==> config.mk <==
export PLATFORM = sky130hd
export DESIGN_NAME = mem_bus_arbiter
export DESIGN_NICKNAME = d
export VERILOG_FILES = /design/src/rtl/mem_bus_arbiter.sv
export SDC_FILE = /design/constraint.sdc
export NUM_CORES = 1
export LEC_CHECK = 0
export ABC_AREA = 1
export CAP_MARGIN = 30
export CORE_AREA = 2 2 152 154
export CTS_BUF_LIST = sky130_fd_sc_hd__clkbuf_16
export DETAILED_ROUTE_END_ITERATION = 6
export DIE_AREA = 0 0 154 156
export SKIP_CTS_REPAIR_TIMING = 1
export SLEW_MARGIN = 20
export SYNTH_ARGS = -nofsm -noshare
export SYNTH_HDL_FRONTEND = slang
export SYNTH_SLANG_ARGS = --single-unit
==> constraint.sdc <==
create_clock -name clk -period 4.4 [get_ports clk]
set_input_delay 0.88 -clock clk [delete_from_list [all_inputs] [get_ports clk]]
set_output_delay 0.88 -clock clk [all_outputs]
set_load 0.005 [all_outputs]
==> src/rtl/mem_bus_arbiter.sv <==
// rtl/mem_bus_arbiter.sv - two-master data bus arbiter, master 0 priority with master 1 starvation guard
// Optional performance counters are built when MEM_ARB_PERF_EN is defined.
module mem_bus_arbiter #(
    parameter int ADDR_W       = 32,
    parameter int DATA_W       = 32,
    parameter int STARVE_LIMIT = 4
) (
    input  logic              clk,
    input  logic              reset,
    input  logic              m0_req,
    input  logic              m1_req,
    input  logic              m0_we,
    input  logic              m1_we,
    input  logic [ADDR_W-1:0] m0_addr,
    input  logic [ADDR_W-1:0] m1_addr,
    input  logic [DATA_W-1:0] m0_wdata,
    input  logic [DATA_W-1:0] m1_wdata,
    output logic              m0_gnt,
    output logic              m1_gnt,
    output logic              m0_rvalid,
    output logic              m1_rvalid,
    output logic [DATA_W-1:0] m0_rdata,
    output logic [DATA_W-1:0] m1_rdata,
    output logic              MemRead,
    output logic              MemWrite,
    output logic [ADDR_W-1:0] MemBus_Address,
    output logic [DATA_W-1:0] MemBus_Write_Data,
    input  logic [DATA_W-1:0] Device_Read_Data,
    input  logic              perf_clr,
    output logic [31:0]       perf_m0_cnt,
    output logic [31:0]       perf_m1_cnt,
    output logic [31:0]       perf_conf_cnt
);

    localparam logic [7:0] LIMIT = 8'(STARVE_LIMIT);

    logic       req0, req1;
    logic [7:0] starve_q, starve_d;
    logic       m0_rvalid_q, m1_rvalid_q;
    logic [DATA_W-1:0] m0_rdata_q, m1_rdata_q;

    // Requests are masked during reset so grants and strobes stay low.
    assign req0 = m0_req & ~reset;
    assign req1 = m1_req & ~reset;

    always_comb begin
        m0_gnt            = 1'b0;
        m1_gnt            = 1'b0;
        MemRead           = 1'b0;
        MemWrite          = 1'b0;
        MemBus_Address    = '0;
        MemBus_Write_Data = '0;
        starve_d          = starve_q;

        if (req1 && (!req0 || starve_q == LIMIT)) begin
            m1_gnt = 1'b1;
        end else if (req0) begin
            m0_gnt = 1'b1;
        end

        if (m0_gnt) begin
            MemRead           = ~m0_we;
            MemWrite          = m0_we;
            MemBus_Address    = m0_addr;
            MemBus_Write_Data = m0_wdata;
        end else if (m1_gnt) begin
            MemRead           = ~m1_we;
            MemWrite          = m1_we;
            MemBus_Address    = m1_addr;
            MemBus_Write_Data = m1_wdata;
        end

        if (m1_gnt || !req1) begin
            starve_d = 8'd0;
        end else if (m0_gnt && starve_q < LIMIT) begin
            starve_d = starve_q + 8'd1;
        end
    end

    always_ff @(posedge clk or posedge reset) begin
        if (reset) begin
            starve_q    <= 8'd0;
            m0_rvalid_q <= 1'b0;
            m1_rvalid_q <= 1'b0;
            m0_rdata_q  <= '0;
            m1_rdata_q  <= '0;
        end else begin
            starve_q    <= starve_d;
            m0_rvalid_q <= m0_gnt & ~m0_we;
            m1_rvalid_q <= m1_gnt & ~m1_we;
            if (m0_gnt && !m0_we) m0_rdata_q <= Device_Read_Data;
            if (m1_gnt && !m1_we) m1_rdata_q <= Device_Read_Data;
        end
    end

    assign m0_rvalid = m0_rvalid_q;
    assign m1_rvalid = m1_rvalid_q;
    assign m0_rdata  = m0_rdata_q;
    assign m1_rdata  = m1_rdata_q;

`ifdef MEM_ARB_PERF_EN
    logic [31:0] perf_m0_q, perf_m1_q, perf_conf_q;

    always_ff @(posedge clk or posedge reset) begin
        if (reset) begin
            perf_m0_q   <= 32'd0;
            perf_m1_q   <= 32'd0;
            perf_conf_q <= 32'd0;
        end else if (perf_clr) begin
            perf_m0_q   <= 32'd0;
            perf_m1_q   <= 32'd0;
            perf_conf_q <= 32'd0;
        end else begin
            perf_m0_q   <= perf_m0_q + {31'd0, m0_gnt};
            perf_m1_q   <= perf_m1_q + {31'd0, m1_gnt};
            perf_conf_q <= perf_conf_q + {31'd0, req0 & req1};
        end
    end

    assign perf_m0_cnt   = perf_m0_q;
    assign perf_m1_cnt   = perf_m1_q;
    assign perf_conf_cnt = perf_conf_q;
`else
    logic unused_perf_clr;
    assign unused_perf_clr = perf_clr;
    assign perf_m0_cnt     = 32'd0;
    assign perf_m1_cnt     = 32'd0;
    assign perf_conf_cnt   = 32'd0;
`endif

endmodule

# --- Yosys cells after proc, flatten, opt, wreduce, memory -nomap -nowiden ---
# Index checks and enable logic that the tools add are counted.
word_totals:
  register_bits: 74
  in_bits: 167
  output_inout_bits: 230
  wordCells: 39
op_classes:
  n_addsub: 1
  magnitude_cmp: 1
  eq_ne: 1
  mux: 13
  bitwise_logic: 7
  reduce_logical: 11
op_table:
  columns: ["cell", "n"]
  rows:
  - ["32-bit two-way mux", 4]
  - ["8-bit two-way mux", 2]
  - ["8-bit by 1-bit adder with 8-bit output (second input constant)", 1]
  - ["8-bit by 3-bit equality test with 1-bit output (second input constant)", 1]
  - ["8-bit by 3-bit < comparator with 1-bit output (second input constant)", 1]
  - ["1-bit two-way mux", 7]
  - ["1-bit bitwise AND", 4]
  - ["1-bit logical AND", 4]
  - ["1-bit logical NOT", 4]
  - ["1-bit NOT", 3]
  - ["1-bit logical OR", 2]
  - ["2-bit nonzero test", 1]

# --- Logic depth before layout (Yosys ltp) ---
logic_depth:
  depth_word: 9
  ltp_mapped: 10
  mapped_depth_nobuf: 9

# --- Least setup slack after synthesis ---
# No wires, ideal clock.
synth_path:
  path_kind: "input to output"
  from: "in reset"
  to: "out MemBus_Address[0]"
  arrival_time_ns: 3.552
  required_time_ns: 3.520
  path_slack_ns: -0.032
  cell_stages: 10
  path_buffers: 2
  cell_sequence: "inv_1 nand2_1 inv_1 o21ai_2 nand2_1 inv_2 buf_4 buf_4 nand2_1 nand2_1"
synth_via:
  elab_chain_len: 8
  word_cells_on_any_way: 11
  cone_classes: "mux: 5; bitwise: 3; reduce/logical: 3"
synth_lines:
  columns: ["element", "line", "text"]
  rows:
  - ["start, declared", "9", "input logic reset,"]
  - ["1-bit NOT *", "43, 44", null]
  - ["1-bit bitwise AND", "43", "assign req0 = m0_req & ~reset;"]
  - ["1-bit logical NOT", "55", "if (req1 && (!req0 || starve_q == LIMIT)) begin"]
  - ["1-bit logical OR", "55", null]
  - ["1-bit logical AND", "55", null]
  - ["1-bit two-way mux", "55", null]
  - ["32-bit two-way mux", "66", "end else if (m1_gnt) begin"]
  - ["32-bit two-way mux *", "61", "if (m0_gnt) begin"]
  - ["end, declared", "26", "output logic [ADDR_W-1:0] MemBus_Address,"]
# Every way passes the cells marked *; elsewhere a longest branch is shown, timed or not.

# --- Worst setup path in the final report ---
layout_path:
  from: "in reset"
  to: "out MemBus_Address[30]"
# The elaborated chain is that of the path after synthesis.

==> metrics.log <==
[metrics] core region area: about 0.022 mm2
[metrics] Synth Warn #: 0
[metrics] Critical Path End Type: output pin
[metrics] post-route minimum period: 3990 ps
[metrics] highest ir drop seen on vdd: roughly 0.00018 V
[metrics] average wire per standard cell: approximately 13 um
[metrics] cell area after synthesis: roughly 0.0045 mm2
[metrics] overall global routing resource usage: 0.128
[metrics] number of instances in the placed design: between 1000 and 1500
[metrics] portion of the post-synthesis area used by sequential elements: 0.410
[metrics] wire length of the first global-routing pass: between 20 and 25 mm
[metrics] dpl cell area: around 0.0074 mm2
[metrics] average vias per placed instance: roughly 3.8
[metrics] final antenna-violating net count: 0
[metrics] Combinational Power Share: 0.310
[metrics] Total Routed Length: 16.3 mm
[metrics] TritonCTS clock tree: yes
[metrics] worst setup margin: ~410 ps
[metrics] ports placed on the boundary: approximately 400
[metrics] final std cells w/o fill: 1224
[metrics] Clock transition at path regs: ~50 ps
[metrics] Syn-to-layout area delta: 71.5%
[metrics] number of clock sinks seen by CTS: 74
[metrics] internal power contribution: roughly 1.6 mW
[metrics] Lkg Pwr: between 3 and 4 nW
[metrics] Die H: 156 um
[metrics] post-synthesis sequential element count: between 70 and 80
[metrics] FMAX: ~250 MHz
[metrics] largest net degree at the start of global routing: between 60 and 70
[metrics] Max Slew Vio Count: 0
[metrics] initial core utilization: 0.202
[metrics] end-of-flow core utilization: 0.346
[metrics] Hold Vio Cnt, Final: 0
[metrics] sum of overflow across all layers after global routing: 0
[metrics] share of total power in sequential cells: 0.373
[metrics] area of all placed cells without fillers: 0.00774 mm2
[metrics] proportion of layout cells with a drive suffix above 1: 0.0341
[metrics] pre-CTS setup slack: between 400 and 500 ps
[metrics] number of cells produced by synthesis: 643
[metrics] HPWL after detailed placement: 12.4 mm
[metrics] Worst Max-Slew Pin Slew: 669 ps
[metrics] Worst Setup Start Kind: primary input
[metrics] total of max-cap violations: 0
[metrics] iteration count of the initial detailed-routing pass: 5
[metrics] total negative slack: 0 ps
[metrics] Crit path arrival time: roughly 3100 ps
[metrics] NumNets Final: between 1000 and 1500
[metrics] share of the clock period used by the worst path: 0.908
[metrics] setup-violating endpoint count in the final report: 0
[metrics] GP Congestion: approximately 0.75
[metrics] Iter 0 DRT Violations: roughly 230
[metrics] worst-skew pair later-pin latency: between 300 and 400 ps
[metrics] type of the worst setup path: primary input to output pin
[metrics] worst slew margin relative to its limit: 0.553
[metrics] Std-Cell Rows: 55
[metrics] root buffer cell: sky130_fd_sc_hd__clkbuf_16
[metrics] DR DRC count: 0
[metrics] quantity of I/O buffers inserted on ports: ~300
[metrics] antenna violations before repair: 0
[metrics] synthesized area divided by synthesized cell count: ~7.0 um2
[metrics] level count of the clock H-tree: 3
[metrics] via count of the routed design: 4614
[metrics] Power Total: 2.25 mW
[metrics] diodes inserted: 0
[metrics] Inserted Clock Buffers: 9
[metrics] areal power density over the cells: approximately 290 mW/mm2
[metrics] die extent in x: between 150 and 200 um
[metrics] Critical Path Fanout Max: 12
[metrics] RSZ-0062 raised after global routing: no
[metrics] deepest clock path buffer count: 2
[metrics] post-synthesis cell type count: 20
[metrics] Worst Skew: 5.27 ps
[metrics] total die area: 0.0240 mm2
[metrics] endpoint required time on the critical path: between 3000 and 4000 ps
[metrics] worst hold-check path type: flip-flop to flip-flop
[metrics] switching power as a share of total power: 0.268
[metrics] run status: finished clean
[metrics] number of global-route vias before repair: around 4200
[metrics] hold slack final: ~470 ps
[metrics] net switching power: 0.602 mW
[metrics] power share of the clock group: 0.317
==> layout by cell type (no fill, tap or decap) <==
master,count
sky130_fd_sc_hd__conb_1,96
sky130_fd_sc_hd__nand4_1,1
sky130_fd_sc_hd__nand3_1,35
sky130_fd_sc_hd__a21oi_4,1
sky130_fd_sc_hd__xnor2_1,1
sky130_fd_sc_hd__ha_1,2
sky130_fd_sc_hd__o21ai_0,1
sky130_fd_sc_hd__dfrtp_1,74
sky130_fd_sc_hd__clkinv_1,3
sky130_fd_sc_hd__o21ai_2,1
sky130_fd_sc_hd__clkbuf_16,9
sky130_fd_sc_hd__buf_12,2
sky130_fd_sc_hd__buf_4,9
sky130_fd_sc_hd__inv_2,2
sky130_fd_sc_hd__nand3_2,1
sky130_fd_sc_hd__nor2_1,13
sky130_fd_sc_hd__bufinv_16,1
sky130_fd_sc_hd__clkdlybuf4s50_1,299
sky130_fd_sc_hd__nand2_2,1
sky130_fd_sc_hd__nand2_1,367
sky130_fd_sc_hd__clkinv_4,1
sky130_fd_sc_hd__buf_16,1
sky130_fd_sc_hd__clkinv_2,1
sky130_fd_sc_hd__clkinvlp_4,2
sky130_fd_sc_hd__inv_1,15
==> state kept, by name, indices dropped and copies added, names as in the netlist <==
name,count
m0_rdata,32
m0_rvalid,1
m1_rdata,32
m1_rvalid,1
starve_q,8
==> layout make-up <==
class	count	area [um2]
Clock buffer	9	225
Inverter	19	75.1
Clock inverter	6	58.8
Fill cell	2370	14600
Tap cell	285	357
Sequential cell	74	1850
Multi-Input combinational cell	520	2050
Timing Repair Buffer	311	3130
==> final timing paths <==
path / start / endpoint / slack (ps) / cells after the start
worst max register to register: starve_q[0]$_DFFE_PP0P_ / m1_rdata[23]$_DFFE_PP0P_ / 2220 / 9
worst min register to register: m0_rdata[23]$_DFFE_PP0P_ / m0_rdata[23]$_DFFE_PP0P_ / 470 / 2
max in group asynchronous: reset / m0_rdata[21]$_DFFE_PP0P_ / 2660 / 5
worst min-delay path: m0_rdata[23]$_DFFE_PP0P_ / m0_rdata[23]$_DFFE_PP0P_ / 470 / 2
worst max-delay path: reset / MemBus_Address[30] / 410 / 11
min in group asynchronous: reset / starve_q[7]$_DFFE_PP0P_ / 980 / 3
==> cell families (layout without fill, tap and decap cells) <==
logic type | Yosys count | in the layout | synth area share
AND/OR/NAND/NOR | 418 | 418 | 0.360
buffers and inverters | 144 | 345 | 0.215
flip-flops | 74 | 74 | 0.410
AO/OA/AOI/OAI | 3 | 3 | 0.00665
adder cells (fa/ha/maj) | 2 | 2 | 0.00554
other | 1 | 96 | 0.000831
XOR/XNOR | 1 | 1 | 0.00194
==> power by group through the flow <==
stage	registers [mW]	clock network (mW)	logic (mW)
6_report	0.838	0.714	0.697
5_1_grt	0.851	0.767	0.764
4_1_cts	0.839	0.737	0.706
3_5_place_dp	0.848	0	0.703
3_3_place_gp	0.847	0	0.699
2_1_floorplan	0.855	0	0.254
==> Yosys cell counts <==
library cell	count	share of area
sky130_fd_sc_hd__a21oi_4	1	0.0036
sky130_fd_sc_hd__buf_2	5	0.0055
sky130_fd_sc_hd__buf_4	109	0.18
sky130_fd_sc_hd__buf_6	2	0.0050
sky130_fd_sc_hd__clkbuf_1	9	0.0075
sky130_fd_sc_hd__clkinv_1	1	0.00083
sky130_fd_sc_hd__conb_1	1	0.00083
sky130_fd_sc_hd__dfrtp_1	74	0.41
sky130_fd_sc_hd__ha_1	2	0.0055
sky130_fd_sc_hd__inv_1	16	0.013
sky130_fd_sc_hd__inv_2	2	0.0017
sky130_fd_sc_hd__nand2_1	367	0.31
sky130_fd_sc_hd__nand2_2	1	0.0014
sky130_fd_sc_hd__nand3_1	35	0.039
sky130_fd_sc_hd__nand3_2	1	0.0022
sky130_fd_sc_hd__nand4_1	1	0.0014
sky130_fd_sc_hd__nor2_1	13	0.011
sky130_fd_sc_hd__o21ai_0	1	0.0011
sky130_fd_sc_hd__o21ai_2	1	0.0019
sky130_fd_sc_hd__xnor2_1	1	0.0019
==> critical path, stage by stage <==
cell,delay [ps]
sky130_fd_sc_hd__clkdlybuf4s50_1,570
sky130_fd_sc_hd__clkinvlp_4,120
sky130_fd_sc_hd__nand2_1,120
sky130_fd_sc_hd__inv_1,90
sky130_fd_sc_hd__o21ai_2,80
sky130_fd_sc_hd__nand2_1,90
sky130_fd_sc_hd__inv_2,210
sky130_fd_sc_hd__buf_4,240
sky130_fd_sc_hd__nand2_1,60
sky130_fd_sc_hd__nand2_1,120
sky130_fd_sc_hd__clkdlybuf4s50_1,520
==> layer usage <==
layer  global-route usage  up-vias  wire (um)
li1                     -     2332          -
met1                0.156     2088       6700
met2                0.227      181       8400
met3               0.0281       13        938
met4               0.0356        0        204
met5                    0        -          0
Power figures use the tool's default switching activity.
